## src/rtl/screen_pkg.sv

```systemverilog
// Shared screen geometry, write-port widths and the box_mover state encoding.
// Everything that talks to the pixel framebuffer imports this package so the
// x/y/colour widths agree across the sprite engine and the write-port interface.
package screen_pkg;

   localparam int SCREEN_W = 160;
   localparam int SCREEN_H = 120;
   localparam int BOX      = 4;

   localparam int COL_W = 3;
   localparam int X_W   = 8;
   localparam int Y_W   = 7;

   typedef enum logic [2:0] {
      S_START  = 3'd0,
      S_IDLE   = 3'd1,
      S_ERASE  = 3'd2,
      S_UPDATE = 3'd3,
      S_DRAW   = 3'd4
   } state_t;

   // Bits needed for one axis of the sprite scan (BOX is a power of two).
   function automatic int box_off_w(input int side);
      return $clog2(side);
   endfunction

endpackage

```

## src/rtl/box_mover_if.sv

```systemverilog
// Framebuffer / VGA adapter write port.
//   x, y    : pixel address
//   colour  : pixel colour
//   plot    : write strobe; the framebuffer samples x/y/colour on the next edge
// master drives the port (box_mover), slave is the framebuffer side.
interface box_mover_if;
   import screen_pkg::*;

   logic [X_W-1:0]   x;
   logic [Y_W-1:0]   y;
   logic [COL_W-1:0] colour;
   logic             plot;

   modport master (output x, y, colour, plot);
   modport slave  (input  x, y, colour, plot);

endinterface

```

## src/rtl/box_scan_counter.sv

```systemverilog
// Pixel scan counter for a square sprite.
// Counts row-major over the BOX x BOX sprite: the low half of the count is the
// x offset, the high half the y offset. done is high on the last pixel.
// Ports:
//   clock, resetn : clock, synchronous active-low reset
//   clear         : force count to zero (wins over enable)
//   enable        : advance one pixel
//   done          : count is at its final value
//   x_off, y_off  : current pixel offset inside the sprite
module box_scan_counter #(
   parameter int OFF_W = 2
) (
   input  logic             clock,
   input  logic             resetn,
   input  logic             clear,
   input  logic             enable,
   output logic             done,
   output logic [OFF_W-1:0] x_off,
   output logic [OFF_W-1:0] y_off
);

   localparam int CW = 2 * OFF_W;

   logic [CW-1:0] cnt;

   always_ff @(posedge clock) begin
      if (!resetn) begin
         cnt <= '0;
      end else if (clear) begin
         cnt <= '0;
      end else if (enable) begin
         cnt <= cnt + CW'(1);
      end
   end

   assign done  = &cnt;
   assign x_off = cnt[OFF_W-1:0];
   assign y_off = cnt[CW-1:OFF_W];

endmodule

```

## src/rtl/box_mover.sv

```systemverilog
// Bouncing square sprite engine, consumer end of the frame-rate tick chain.
// On each move_tick it erases the sprite, steps it one pixel diagonally with
// edge bounce, redraws it, then pulses sync_clear to realign the tick chain.
// Ports:
//   clock, resetn : clock, synchronous active-low reset
//   enable        : 1 = FSM advances, 0 = freeze (no plots, no sync_clear)
//   move_tick     : one-cycle move request; dropped unless IDLE
//   colour_in     : sprite colour, sampled when leaving START and in UPDATE
//   fb            : framebuffer write port (x, y, colour, plot)
//   busy          : state is not IDLE
//   sync_clear    : one-cycle pulse in the first IDLE cycle after a redraw
//
// state  | meaning
// -------+---------------------------------------------------------
// START  | after reset; draws the sprite at its reset position
// IDLE   | waiting for move_tick
// ERASE  | scanning the sprite with the background colour
// UPDATE | stepping position and direction, sampling sprite colour
// DRAW   | scanning the sprite with the sprite colour
module box_mover #(
   parameter int                         SCREEN_W = screen_pkg::SCREEN_W,
   parameter int                         SCREEN_H = screen_pkg::SCREEN_H,
   parameter int                         BOX      = screen_pkg::BOX,
   parameter int                         X0       = 0,
   parameter int                         Y0       = 0,
   parameter logic [screen_pkg::COL_W-1:0] BG     = '0
) (
   input  logic                         clock,
   input  logic                         resetn,
   input  logic                         enable,
   input  logic                         move_tick,
   input  logic [screen_pkg::COL_W-1:0] colour_in,
   box_mover_if.master                  fb,
   output logic                         busy,
   output logic                         sync_clear
);

   localparam int X_W   = screen_pkg::X_W;
   localparam int Y_W   = screen_pkg::Y_W;
   localparam int COL_W = screen_pkg::COL_W;
   localparam int OFF_W = screen_pkg::box_off_w(BOX);

   // Top-left corner limits that keep the whole sprite on screen.
   localparam logic [X_W-1:0] X_MAX = X_W'(SCREEN_W - BOX);
   localparam logic [Y_W-1:0] Y_MAX = Y_W'(SCREEN_H - BOX);

   screen_pkg::state_t state, state_next;

   logic [X_W-1:0]   px;
   logic [Y_W-1:0]   py;
   logic             dx, dy;
   logic [COL_W-1:0] dcol;
   logic             sync_q;

   logic             scanning;
   logic             scan_done;
   logic [OFF_W-1:0] x_off, y_off;

   assign scanning = (state == screen_pkg::S_ERASE) || (state == screen_pkg::S_DRAW);

   // Count is cleared outside the scan states so each scan starts at pixel 0.
   box_scan_counter #(.OFF_W(OFF_W)) u_scan (
      .clock  (clock),
      .resetn (resetn),
      .clear  (!scanning),
      .enable (enable && scanning),
      .done   (scan_done),
      .x_off  (x_off),
      .y_off  (y_off)
   );

   always_ff @(posedge clock) begin
      if (!resetn) begin
         state <= screen_pkg::S_START;
      end else begin
         state <= state_next;
      end
   end

   always_comb begin
      state_next = state;
      fb.plot    = 1'b0;
      fb.colour  = BG;
      fb.x       = px + X_W'(x_off);
      fb.y       = py + Y_W'(y_off);
      busy       = (state != screen_pkg::S_IDLE);
      sync_clear = sync_q && enable;

      if (enable) begin
         case (state)
            screen_pkg::S_START:  state_next = screen_pkg::S_DRAW;
            screen_pkg::S_IDLE:   if (move_tick) state_next = screen_pkg::S_ERASE;
            screen_pkg::S_ERASE:  begin
               fb.plot = 1'b1;
               if (scan_done) state_next = screen_pkg::S_UPDATE;
            end
            screen_pkg::S_UPDATE: state_next = screen_pkg::S_DRAW;
            screen_pkg::S_DRAW:   begin
               fb.plot   = 1'b1;
               fb.colour = dcol;
               if (scan_done) state_next = screen_pkg::S_IDLE;
            end
            default:              state_next = screen_pkg::S_START;
         endcase
      end

      if (state == screen_pkg::S_DRAW) begin
         fb.colour = dcol;
      end
   end

   always_ff @(posedge clock) begin
      if (!resetn) begin
         px     <= X_W'(X0);
         py     <= Y_W'(Y0);
         dx     <= 1'b1;
         dy     <= 1'b1;
         dcol   <= BG;
         sync_q <= 1'b0;
      end else begin
         sync_q <= enable && (state == screen_pkg::S_DRAW) && scan_done;

         if (enable && (state == screen_pkg::S_START || state == screen_pkg::S_UPDATE)) begin
            dcol <= colour_in;
         end

         // x and y bounce independently, so a corner hit flips both at once.
         if (enable && state == screen_pkg::S_UPDATE) begin
            if (dx && px == X_MAX) begin
               dx <= 1'b0;
               px <= px - X_W'(1);
            end else if (!dx && px == '0) begin
               dx <= 1'b1;
               px <= X_W'(1);
            end else if (dx) begin
               px <= px + X_W'(1);
            end else begin
               px <= px - X_W'(1);
            end

            if (dy && py == Y_MAX) begin
               dy <= 1'b0;
               py <= py - Y_W'(1);
            end else if (!dy && py == '0) begin
               dy <= 1'b1;
               py <= Y_W'(1);
            end else if (dy) begin
               py <= py + Y_W'(1);
            end else begin
               py <= py - Y_W'(1);
            end
         end
      end
   end

endmodule
```

## src/flat_wrapper.sv

```systemverilog
// flat-port wrapper written by rule: the top's interface ports become plain ports
module box_mover_flat 
#(
   parameter int                         SCREEN_W = screen_pkg::SCREEN_W,
   parameter int                         SCREEN_H = screen_pkg::SCREEN_H,
   parameter int                         BOX      = screen_pkg::BOX,
   parameter int                         X0       = 0,
   parameter int                         Y0       = 0,
   parameter logic [screen_pkg::COL_W-1:0] BG     = '0
)
  (clock, resetn, enable, move_tick, colour_in, busy, sync_clear, fb_x, fb_y, fb_colour, fb_plot);
  box_mover_if fb_i ();
  input  logic clock;
  input  logic resetn;
  input  logic enable;
  input  logic move_tick;
  input  logic [screen_pkg::COL_W-1:0] colour_in;
  output logic busy;
  output logic sync_clear;
  output wire logic [$bits(fb_i.x)-1:0] fb_x;
  output wire logic [$bits(fb_i.y)-1:0] fb_y;
  output wire logic [$bits(fb_i.colour)-1:0] fb_colour;
  output wire logic [$bits(fb_i.plot)-1:0] fb_plot;
  assign fb_x = fb_i.x;
  assign fb_y = fb_i.y;
  assign fb_colour = fb_i.colour;
  assign fb_plot = fb_i.plot;
  box_mover #(.SCREEN_W(SCREEN_W), .SCREEN_H(SCREEN_H), .BOX(BOX), .X0(X0), .Y0(Y0), .BG(BG)) u_core (.clock(clock), .resetn(resetn), .enable(enable), .move_tick(move_tick), .colour_in(colour_in), .fb(fb_i), .busy(busy), .sync_clear(sync_clear));
endmodule
```

## config.mk

```make
export PLATFORM = sky130hd
export DESIGN_NAME = box_mover_flat
export DESIGN_NICKNAME = d
export VERILOG_FILES = /design/src/rtl/screen_pkg.sv /design/src/rtl/box_mover_if.sv /design/src/rtl/box_scan_counter.sv /design/src/rtl/box_mover.sv /design/src/flat_wrapper.sv
export SDC_FILE = /design/constraint.sdc
export NUM_CORES = 1
export LEC_CHECK = 0
export CORE_ASPECT_RATIO = 1.4
export CORE_MARGIN = 2
export CORE_UTILIZATION = 50
export DETAILED_ROUTE_END_ITERATION = 12
export GPL_TIMING_DRIVEN = 0
export HOLD_SLACK_MARGIN = 0.06
export PLACE_DENSITY = 0.74
export SYNTH_ARGS = -nofsm -noshare
export SYNTH_HDL_FRONTEND = slang
export SYNTH_SLANG_ARGS = --single-unit
export TNS_END_PERCENT = 30
```

## constraint.sdc

```tcl
create_clock -name clock -period 3 [get_ports clock]
set_input_delay 0.6 -clock clock [delete_from_list [all_inputs] [get_ports clock]]
set_output_delay 0.6 -clock clock [all_outputs]
set_load 0.01 [all_outputs]
```

==> results.yml <==
status:
  run_status: "finished, violations left"
  violations: "DRC"
global_route:
  grt_pass1_wl_mm: 8.57
  overflow: 0
  grt_max_degree: 16
  antenna_found_initial: 0
  track_usage_pct: 23.0
  grt_pass1_vias: 1856
synthesis:
  netlist_area_um2: 2100
  synth.distinct_cells: 63
  synthTopCellsByArea: "dfxtp_1 (27%), ha_1 (6.6%), xnor2_1 (5.0%)"
  synth.top_cell.area_share_pct: 26.7
  avgSynthCellArea_um2: 8.15
  yosysMostFrequentCell: "dfxtp_1"
  yosysSeqAreaShare_pct: 26.7
  synth_edf_count: 0
  ys_seq_elements: 28
  synthArstFlopShare_pct: 0
  syn_inst: 257
  synth_nets: 277
  synth_top_flop_cell: "dfxtp_1"
  synth_common_cells: "dfxtp_1 (28), nor2_1 (23), nand2_1 (18)"
  synth_top_area_cell: "dfxtp_1"
  yosysWarnings: 0
cts:
  cts_tree: "built"
  cts.path.max_buffers: 2
  postCtsSetupBuffers: 0
  cts-root-buf: "clkbuf_8"
  clk_latency_ns: 0.27
  cts_buffers: 3
  clock_sinks: 28
  holdBufCountCts: 0
  clk_pin_slew_ns: 0.09
  cts_resized: 2
  h-tree-depth: 1
sta:
  drv_slew: 0
  max-slew-margin-rel_pct: 61.9
  fin_crit_ns: 2.86
  hold_viol_final: 0
  fmaxAchievable_mhz: 350
  clock_skew_ns: 0.00199
  finalSetupViolCount: 0
  worst_pin_slew_ns: 0.569
  finalCritPeriodShare_pct: 95.3
  setup_tns_ns: 0
  rsz0062_at_grt: "no"
placed_design:
  dpl_cell_area_um2: 2410
  hpwl_mm: 3.68
  place.gp.congestion: 0.908
  io_buffers: 26
routing:
  wl_met1_mm: 2.18
  vias: 1977
  drc: 1
  viasPerCell: 5.99
  drtAntennaViolNets: 0
  first_iter_violations: 101
  wirelength_mm: 5.09
  dr_wl_met3_um: 217
  routedWlPerCell_um: 15.4
  top_layer: "met4"
  dr_wl_met2_mm: 2.61
  first_pass_iters: 8
pwr:
  p_leak_nw: 0.961
  power_mw: 0.655
  ir_worst_vdd_uv: 167
  p_per_area_nw_per_um2: 264
layout:
  post-route-util_pct: 62.2
  final_nets: 308
  synthToLayoutAreaGrowth_pct: 18.3
  diodes: 0
  drive_gt1_share_pct: 10.8
  design_area_um2: 2480
worst_setup_path:
  r2r-end: "u_core.px[4]"
  crit_required_ns: 2.40
  startpoint: "u_core.px[0]"
  crit_fanout: 9
  timing.rr.start: "u_core.px[1]"
  endpoint_kind: "output port"
  criticalPathCategory: "flop to output port"
  r2r_cells: 6
  crit_end: "fb_x[4]"
  crit_arrival_ns: 2.26
  start_kind: "flop"
  reg2reg_setup_slack_ns: 0.96
die:
  die_x_um: 58.7
  ioPinCount: 28
  die_area_um2: 4730
  die_y_um: 80.6
  rows: 27
  core-area_um2: 3990
  start_util_pct: 52.6
run:
  cap_violations: 0
worst_hold_path:
  hp-class: "flop to flop"
[registers in the layout, summed over array words and instances (netlist names)]
signal	flops
u_core.sync_q	1
u_core.state	3
u_core.px	8
u_core.dy	1
u_core.dx	1
u_core.dcol	3
u_core.py	7
u_core.u_scan.cnt	4
[cell usage in the layout, fill, tap and decap left out, drive strengths merged, types with 7 or more instances in the layout]
cell and instances:
o21ai 15, nor2 23, buf 10, nand3 7
nand2 18, nor2b 7, clkbuf 13, inv 14
xnor2 12, clkdlybuf4s50 25, a21oi 12, ha 11
a31oi 7, dfxtp 28
[stage by stage]
step	hold slack [ns]	std cells	setup WS, ns
after global routing	0.520	330	0.0185
after floorplan	0.452	257	0.898
final	0.501	330	0.140
after global placement	0.471	326	0.163
after CTS	0.506	330	0.000743
after detailed placement	0.484	326	0.159
[report_power, final]
part           switching, mW  internal [mW]
Sequential           0.00345          0.374
Combinational         0.0241         0.0225
Clock                  0.113          0.117
[worst min-delay path by stage]
stage                         from              to  slack [ns]  cells past startpoint
CTS                 u_core.dcol[2]  u_core.dcol[2]        0.51                      2
global route          u_core.py[0]    u_core.py[0]        0.52                      1
floorplan           u_core.dcol[2]  u_core.dcol[2]        0.45                      2
global placement    u_core.dcol[1]  u_core.dcol[1]        0.47                      2
detailed placement  u_core.dcol[2]  u_core.dcol[2]        0.48                      2
finish                u_core.py[0]    u_core.py[0]        0.50                      1
[area by class of cell]
class / instances / area (µm²)
multi-input cells: 196 / 1390
repair buffers: 26 / 263
well taps: 43 / 53.8
flip-flops and latches: 28 / 573
plain buffers: 19 / 91.3
fillers: 379 / 1510
inverters: 14 / 52.6
clock buffers: 4 / 55.1
[critical path, stage by stage, from the launching register on]
cell and delay, ns:
dfxtp_4 0.41, ha_1 0.19, inv_1 0.06, fa_1 0.45, nor2_1 0.17, xor2_1 0.16, clkdlybuf4s50_1 0.55
[routing by layer]
layer	global-route usage, %	vias to the layer above
li1	-	1000
met1	28.6	922
met2	41.2	49
met3	2.25	6
met4	6.59	0
met5	0	-
[cell families (layout without fill, tap and decap cells)]
family,after synthesis,after routing,share of synthesized area [%]
buf+inv,33,63,6.87
mux,5,5,2.39
xor+xnor,17,17,7.10
simple gates,99,99,28.4
fa+ha+maj,13,13,8.48
compound gates,62,62,20.0
flops,28,28,26.7
Note: power is estimated with default switching activity, not from simulation.
